[src/rtl/deser5_pkg.sv]
// Shared definitions for the 5-bit serial deserializer: widths, FSM encoding
// and the even-parity check used when a frame closes.
package deser5_pkg;

    localparam int WORD_W = 5;
    localparam int CNT_W  = 3;

    typedef enum logic [1:0] {
        S_IDLE = 2'd0,
        S_DATA = 2'd1,
        S_PAR  = 2'd2
    } state_t;

    // High when data bits plus the parity bit hold an odd number of ones.
    function automatic logic even_par_err(input logic [WORD_W-1:0] data, input logic par_bit);
        return (^data) ^ par_bit;
    endfunction

endpackage

[src/rtl/deser5bit_if.sv]
// Bus bundle between the serial source and the deserializer: serial bit
// stream in, completed parallel word plus status out.
interface deser5bit_if;
    import deser5_pkg::*;

    // sin is consumed on any clock edge where sin_valid=1 and start=0 while a
    // frame is open; start always wins. word_valid/parity_err are one-cycle
    // strobes with no backpressure, so the receiver must take word on the strobe.
    logic              sin;
    logic              sin_valid;
    logic              start;
    logic [WORD_W-1:0] word;
    logic              word_valid;
    logic              parity_err;
    logic              busy;

    modport master (
        output sin, sin_valid, start,
        input  word, word_valid, parity_err, busy
    );

    modport slave (
        input  sin, sin_valid, start,
        output word, word_valid, parity_err, busy
    );

endinterface

[src/rtl/deser5bit.sv]
// Collects a framed serial stream (start strobe, 5 data bits LSB first,
// optional even-parity bit) into a registered 5-bit word with a valid strobe.
module deser5bit
    import deser5_pkg::*;
#(
    parameter bit PARITY_EN = 1'b1
) (
    input  logic        clock,
    input  logic        reset_n,
    deser5bit_if.slave  bus,
    output state_t      state_dbg
);

    state_t            state_q, state_d;
    logic [CNT_W-1:0]  cnt_q, cnt_d;
    logic [WORD_W-1:0] buf_q, buf_d;
    logic [WORD_W-1:0] word_q;
    logic              word_valid_q;
    logic              parity_err_q;
    logic              emit;
    logic              perr_d;

    always_ff @(posedge clock or negedge reset_n) begin
        if (!reset_n) begin
            state_q      <= S_IDLE;
            cnt_q        <= '0;
            buf_q        <= '0;
            word_q       <= '0;
            word_valid_q <= 1'b0;
            parity_err_q <= 1'b0;
        end else begin
            state_q      <= state_d;
            cnt_q        <= cnt_d;
            buf_q        <= buf_d;
            word_valid_q <= emit;
            parity_err_q <= emit & perr_d;
            if (emit) begin
                word_q <= buf_d;
            end
        end
    end

    // start overrides everything, including a data bit presented the same cycle.
    always_comb begin
        state_d = state_q;
        cnt_d   = cnt_q;
        buf_d   = buf_q;
        emit    = 1'b0;
        perr_d  = 1'b0;
        if (bus.start) begin
            state_d = S_DATA;
            cnt_d   = '0;
            buf_d   = '0;
        end else begin
            case (state_q)
                S_IDLE: begin
                    state_d = S_IDLE;
                end
                S_DATA: begin
                    if (bus.sin_valid) begin
                        buf_d[cnt_q] = bus.sin;
                        cnt_d        = cnt_q + 3'd1;
                        if (cnt_q == CNT_W'(WORD_W - 1)) begin
                            cnt_d = '0;
                            if (PARITY_EN) begin
                                state_d = S_PAR;
                            end else begin
                                state_d = S_IDLE;
                                emit    = 1'b1;
                            end
                        end
                    end
                end
                S_PAR: begin
                    if (bus.sin_valid) begin
                        state_d = S_IDLE;
                        emit    = 1'b1;
                        perr_d  = even_par_err(buf_q, bus.sin);
                    end
                end
                default: begin
                    state_d = S_IDLE;
                    cnt_d   = '0;
                end
            endcase
        end
    end

    always_comb begin
        bus.word       = word_q;
        bus.word_valid = word_valid_q;
        bus.parity_err = parity_err_q;
        bus.busy       = (state_q != S_IDLE);
        state_dbg      = state_q;
    end

endmodule

[src/flat_wrapper.sv]
// flat-port wrapper written by rule: the top's interface ports become plain ports
module deser5bit_flat import deser5_pkg::*;
#(
    parameter bit PARITY_EN = 1'b1
)
  (clock, reset_n, state_dbg, bus_sin, bus_sin_valid, bus_start, bus_word, bus_word_valid, bus_parity_err, bus_busy);
  deser5bit_if bus_i ();
  input  logic clock;
  input  logic reset_n;
  output state_t state_dbg;
  input wire logic [$bits(bus_i.sin)-1:0] bus_sin;
  input wire logic [$bits(bus_i.sin_valid)-1:0] bus_sin_valid;
  input wire logic [$bits(bus_i.start)-1:0] bus_start;
  output wire logic [$bits(bus_i.word)-1:0] bus_word;
  output wire logic [$bits(bus_i.word_valid)-1:0] bus_word_valid;
  output wire logic [$bits(bus_i.parity_err)-1:0] bus_parity_err;
  output wire logic [$bits(bus_i.busy)-1:0] bus_busy;
  assign bus_i.sin = bus_sin;
  assign bus_i.sin_valid = bus_sin_valid;
  assign bus_i.start = bus_start;
  assign bus_word = bus_i.word;
  assign bus_word_valid = bus_i.word_valid;
  assign bus_parity_err = bus_i.parity_err;
  assign bus_busy = bus_i.busy;
  deser5bit #(.PARITY_EN(PARITY_EN)) u_core (.clock(clock), .reset_n(reset_n), .bus(bus_i), .state_dbg(state_dbg));
endmodule
[config.mk]
export PLATFORM = sky130hd
export DESIGN_NAME = deser5bit_flat
export DESIGN_NICKNAME = d
export VERILOG_FILES = /design/src/rtl/deser5_pkg.sv /design/src/rtl/deser5bit_if.sv /design/src/rtl/deser5bit.sv /design/src/flat_wrapper.sv
export SDC_FILE = /design/constraint.sdc
export NUM_CORES = 1
export LEC_CHECK = 0
export CORE_AREA = 2 2 44 50
export CTS_BUF_LIST = sky130_fd_sc_hd__clkbuf_4
export CTS_CLUSTER_DIAMETER = 50
export DETAILED_ROUTE_END_ITERATION = 6
export DIE_AREA = 0 0 46 52
export PLACE_DENSITY = 0.74
export SLEW_MARGIN = 5
export SYNTH_ARGS = -nofsm -noshare
export SYNTH_HDL_FRONTEND = slang
export SYNTH_SLANG_ARGS = --single-unit
[constraint.sdc]
create_clock -name clock -period 1.3 [get_ports clock]
set_input_delay 0.195 -clock clock [delete_from_list [all_inputs] [get_ports clock]]
set_output_delay 0.195 -clock clock [all_outputs]
set_load 0.02 [all_outputs]
## Word level (Yosys, flattened, before mapping)

Cells that the tools add are included.

| storage, ports and cells | value |
|---|---|
| output and inout port bits | 10 |
| word-level logic and storage cells | 46 |
| flip-flop bits (word level) | 17 |
| latch bits | 0 |
| memories | 0 |
| bits in read-only memories | 0 |
| RAM bits | 0 |

| cells by class | value |
|---|---|
| shifts and indexed selects | 0 |
| div/mod/pow operators | 0 |
| bitwise gates (word level) | 2 |
| $lt $le $gt $ge | 2 |
| add/sub/neg operators | 1 |
| reduce and logical (&&, ||, !) cells | 7 |
| eq/ne operators | 7 |
| multiplexer cells | 21 |
| $mul | 0 |

Operators with widths:

| cell | count |
|---|---|
| two-way mux 5 bit | 3 |
| two-way mux 3 bit | 3 |
| two-way mux 2 bit | 4 |
| two-way mux 1 bit | 7 |
| != test 3 bit, second input constant | 2 |
| one-hot mux 3 bit (2 select lines) | 1 |
| bitwise mux 5 bit | 1 |
| parity 5 bit | 1 |
| less-than comparator 3 x 4 -> 1 bit, second input constant | 1 |
| one-hot mux 2 bit (2 select lines) | 1 |
| adder 3 x 1 -> 3 bit, second input constant | 1 |
| demux 1 bit (select 3 bit) | 1 |
| == test 3 bit, second input constant | 1 |
| greater-or-equal comparator 3 x 1 -> 1 bit, second input constant | 1 |
| != test 3 x 2 -> 1 bit, second input constant | 1 |
| AND reduction 3 bit | 1 |
| == test 2 x 1 -> 1 bit, second input constant | 1 |
| == test 2 bit, second input constant | 1 |
| logical NOT 2 bit | 1 |
| != test 2 x 1 -> 1 bit, second input constant | 1 |
| AND reduction 2 bit | 1 |
| nonzero test 2 bit | 1 |
| OR reduction 2 bit | 1 |
| AND 1 bit | 1 |
| other kinds (2) | 2 |

## Longest topological paths before layout

| depth | value |
|---|---|
| depth after elaboration | 8 |
| gate-level depth with buffers | 6 |
| mapped depth without buffers | 5 |

## Worst setup path after synthesis

No wires, ideal clock.

| timing | value |
|---|---|
| path type | register to register |
| from | reg u_core.state_q[0], in the netlist u_core.state_dbg[0] |
| to | reg u_core.word_q[0], in the netlist u_core.bus.word[0] |
| data arrival time | 1.208 ns |
| data required time | 1.175 ns |
| period minus slack after synthesis | 1.333 ns |
| path buffers | 1 |
| path slack | -0.033 ns |
| stages on the path, launching flop included | 4 |
| cell sequence | dfrtp_1 -> and4bb_1 -> buf_6 -> mux2_4 |

| between the ends | value |
|---|---|
| longest elaborated chain between the ends | 3 |

RTL lines:

| item | line | RTL |
|---|---|---|
| start: declaration | deser5bit.sv:14 | `state_t state_q, state_d;` |
| start signal: assignment | deser5bit.sv:32 | `state_q <= state_d;` |
| == test 2 bit | deser5bit.sv:55 | `case (state_q)` |
| two-way mux 1 bit | - |  |
| two-way mux 1 bit | deser5bit.sv:50 | `if (bus.start) begin` |
| named net u_core.emit | deser5bit.sv:20 | `logic emit;` |
| end signal: assignment | deser5bit.sv:38 | `word_q <= buf_d;` |
| end: declaration | deser5bit.sv:17 | `logic [WORD_W-1:0] word_q;` |

The timed path passes the listed nets, and every way through them passes these cells.
A chain may end at the register's enable or synchronous reset.

## Final worst setup path

| timing | value |
|---|---|
| from | reg u_core.state_q[0], in the netlist u_core.state_dbg[0] |
| to | reg u_core.word_q[4], in the netlist u_core.bus.word[4] |

| between the ends | value |
|---|---|
| longest elaborated chain between the ends | 3 |

RTL lines:

| item | line |
|---|---|
| == test 2 x 1 -> 1 bit / == test 2 bit (equally long branches) | deser5bit.sv:55 |
| two-way mux 5 bit / two-way mux 1 bit (equally long branches) | - |
| two-way mux 5 bit / two-way mux 1 bit (equally long branches) | deser5bit.sv:50 |

Several ways; a longest one is shown, not always the timed one.

==> flow_summary.yaml <==
detailed_routing:
  ant_nets: 0
  drt_iter0_markers: 22
  wirelength_um: 2140
  drt-wirelength-per-cell_um: 16.9
  first_pass_iters: 6
  num_vias: 767
  vias_per_cell: 6.04
  drc: 0
floorplanning:
  rows: 17
  die_w_um: 46
  pin_count: 15
  fp.coreArea_mm2: 0.00191
  fp.dieArea_mm2: 0.00239
  die_y_um: 52
  start_util_pct: 45.4
clock_tree:
  root_buffer: "clkbuf_4"
  cts.sinks: 17
  clock_path_buffers: 2
  clock_latency_ns: 0.30
  clkSlewWorstSetupHoldPaths_ns: 0.10
  postCtsHoldBufs: 0
  h-tree-depth: 1
  cts_buffers: 3
  cts_tree: "yes"
critical_path:
  path_depth: 4
  crit_type: "flop to flop"
  crit_family: "flip-flops"
  crit_path_top_delay_cell: "dfrtp_2"
  cp.arrival_ns: 1.57
  crit_buf_inv: 2
  worstRegToRegCells: 4
  cp_cell_sequence: "buf_6 > and4bb_1 > buf_6 > mux2_4"
  rrSetupSlack_ns: -0.09
  cp-end-kind: "flop"
  max_stage_delay_ns: 0.42
  critPathLaunchType: "flop"
  critical_path_required_ns: 1.48
  critPathMaxFanout: 8
  crit_top_cell: "buf_6"
worst_hold_path:
  worst_hold_path_type: "primary input to async pin"
timing:
  tightest_slew_ns: 0.387
  finalSetupTns_ns: -0.461
  holdWs_ns: 0.208
  fin_crit_sh_pct: 107
  hold_violations: 0
  setup_viol: 9
  slew_headroom_pct: 73.9
  layout_setup_ws_ns: -0.0864
  finClkSkew_ns: 0.00975
  fmax_mhz: 721
  drv_slew: 0
  rsz0062_at_grt: "yes"
  layout_min_cycle_time_ns: 1.39
synthesis:
  yosysMostFrequentCell: "dfrtp_1"
  syn_nets: 82
  netlist_area_um2: 870
  yosys_warnings: 0
  syn_area_per_cell_um2: 11.6
  ys_types: 31
  async_flop_share_pct: 100
  netlist_instances: 75
  synthTopCellsByArea: "dfrtp_1 (49%), mux2_4 (6.9%), a21oi_1 (4.0%), o41ai_1 (4.0%), xnor2_1 (3.0%)"
  yosysSeqAreaShare_pct: 48.9
  synth_edf_count: 0
  ys_ff_latch: 17
  synth-main-ff-cell: "dfrtp_1"
  netlist_top_cells_count: "dfrtp_1 (17), a21oi_1 (7), inv_1 (5)"
  synth_top_area_share_pct: 48.9
  yosysTopAreaCell: "dfrtp_1"
job:
  maxCapViolCount: 0
grt:
  track_usage_pct: 18.7
  grt_pass1_vias: 697
  antenna_found_initial: 0
  grt_pass1_wl_um: 3160
  grt_max_degree: 18
  overflow: 0
placed_design:
  portBuffers: 14
  place_congestion: 0.838
  dpl.hpwl_um: 1320
cells_and_area:
  diodes: 0
  drive_above_1_share_pct: 41.7
  syn_to_final_growth_pct: 42.4
  fin_nets: 116
  fin_util_pct: 64.7
status:
  status: "complete, but fails checks"
  failed_checks: "setup timing"
power_and_ir_drop:
  leakage_uw: 0.000572
  power_density_mw_per_mm2: 825
  ir_drop_uv: 468
worst reg2reg max path, cell delays in order, from the launching register on:
cell      delay [ns]
dfrtp_2         0.42
buf_6           0.13
and4bb_1        0.30
buf_6           0.13
mux2_4          0.29
final timing paths:
check / startpoint / to
max in group asynchronous: reset_n / u_core.state_dbg[0]$_DFFE_PN0P_
worst min-delay path: reset_n / u_core.bus.word[1]$_DFFE_PN0P_
worst max register to register: u_core.state_dbg[0]$_DFFE_PN0P_ / u_core.bus.word[4]$_DFFE_PN0P_
worst max-delay path: u_core.state_dbg[0]$_DFFE_PN0P_ / u_core.bus.word[4]$_DFFE_PN0P_
worst min register to register: u_core.bus.word[0]$_DFFE_PN0P_ / u_core.bus.word[0]$_DFFE_PN0P_
min in group clock: u_core.bus.word[0]$_DFFE_PN0P_ / u_core.bus.word[0]$_DFFE_PN0P_
where the power goes:
part / switching (uW) / internal [uW]
Clock: 170 / 140
Sequential: 11.1 / 538
Combinational: 83.6 / 78.6
Total: 265 / 757
flip-flops by register name, summed over array words and instances, names as in the netlist:
register               count
u_core.buf_q               5
u_core.bus.word            5
u_core.cnt_q               3
u_core.state_dbg           2
u_core.bus.parity_err      1
u_core.bus.word_valid      1
cells by family after synthesis:
logic type | Yosys count | synth area share (%)
AOI/OAI and AO/OA | 19 | 14.7
xor gates and xnor gates | 4 | 5.61
adders and majority gates | 2 | 2.88
buffers and inverters | 10 | 5.90
DFF | 17 | 48.9
muxes | 5 | 8.06
and+or+nand+nor | 18 | 14.0
timing repair:
action                     CTS  global route
pin swaps                    5             4
buffers inserted             1             3
gates resized for setup     30             7
setup endpoints to repair   19            17
per-stage QoR:
stage	setup WS [ns]	area, um2	total power [uW]	instances
after global placement	-0.173	1130	689	120
after CTS	-0.109	1200	1010	125
after detailed placement	-0.199	1130	694	120
after floorplan	0.0118	871	626	75
final	-0.0864	1240	1020	127
after global routing	-0.106	1240	1070	127
layout make-up:
type,count,area [um2]
clock buffer,4,30.0
inverter,5,18.8
multi-input combinational,48,448
tap,19,23.8
timing repair buffer,34,292
sequential,17,427
fill,159,676
layout by cell type (no fill, tap or decap), types with 2 or more instances in the layout:
master and count:
a21oi_1 4, clkdlybuf4s50_1 4, buf_6 6, o41ai_2 4
buf_4 15, mux2_4 4, o21ai_0 2, ha_1 2
nor2_1 4, nand4_1 4, dlygate4sd2_1 7, inv_1 5
clkbuf_4 4, buf_2 2, dfrtp_1 16, a21oi_2 3
xnor2_1 2
layer usage:
layer / routed length [um] / GRT usage (%)
met5: 0 / 0
met4: 55 / 11.4
met3: 103 / 2.08
met2: 1120 / 31.0
met1: 860 / 22.2
Note: power is estimated with default switching activity, not from simulation.
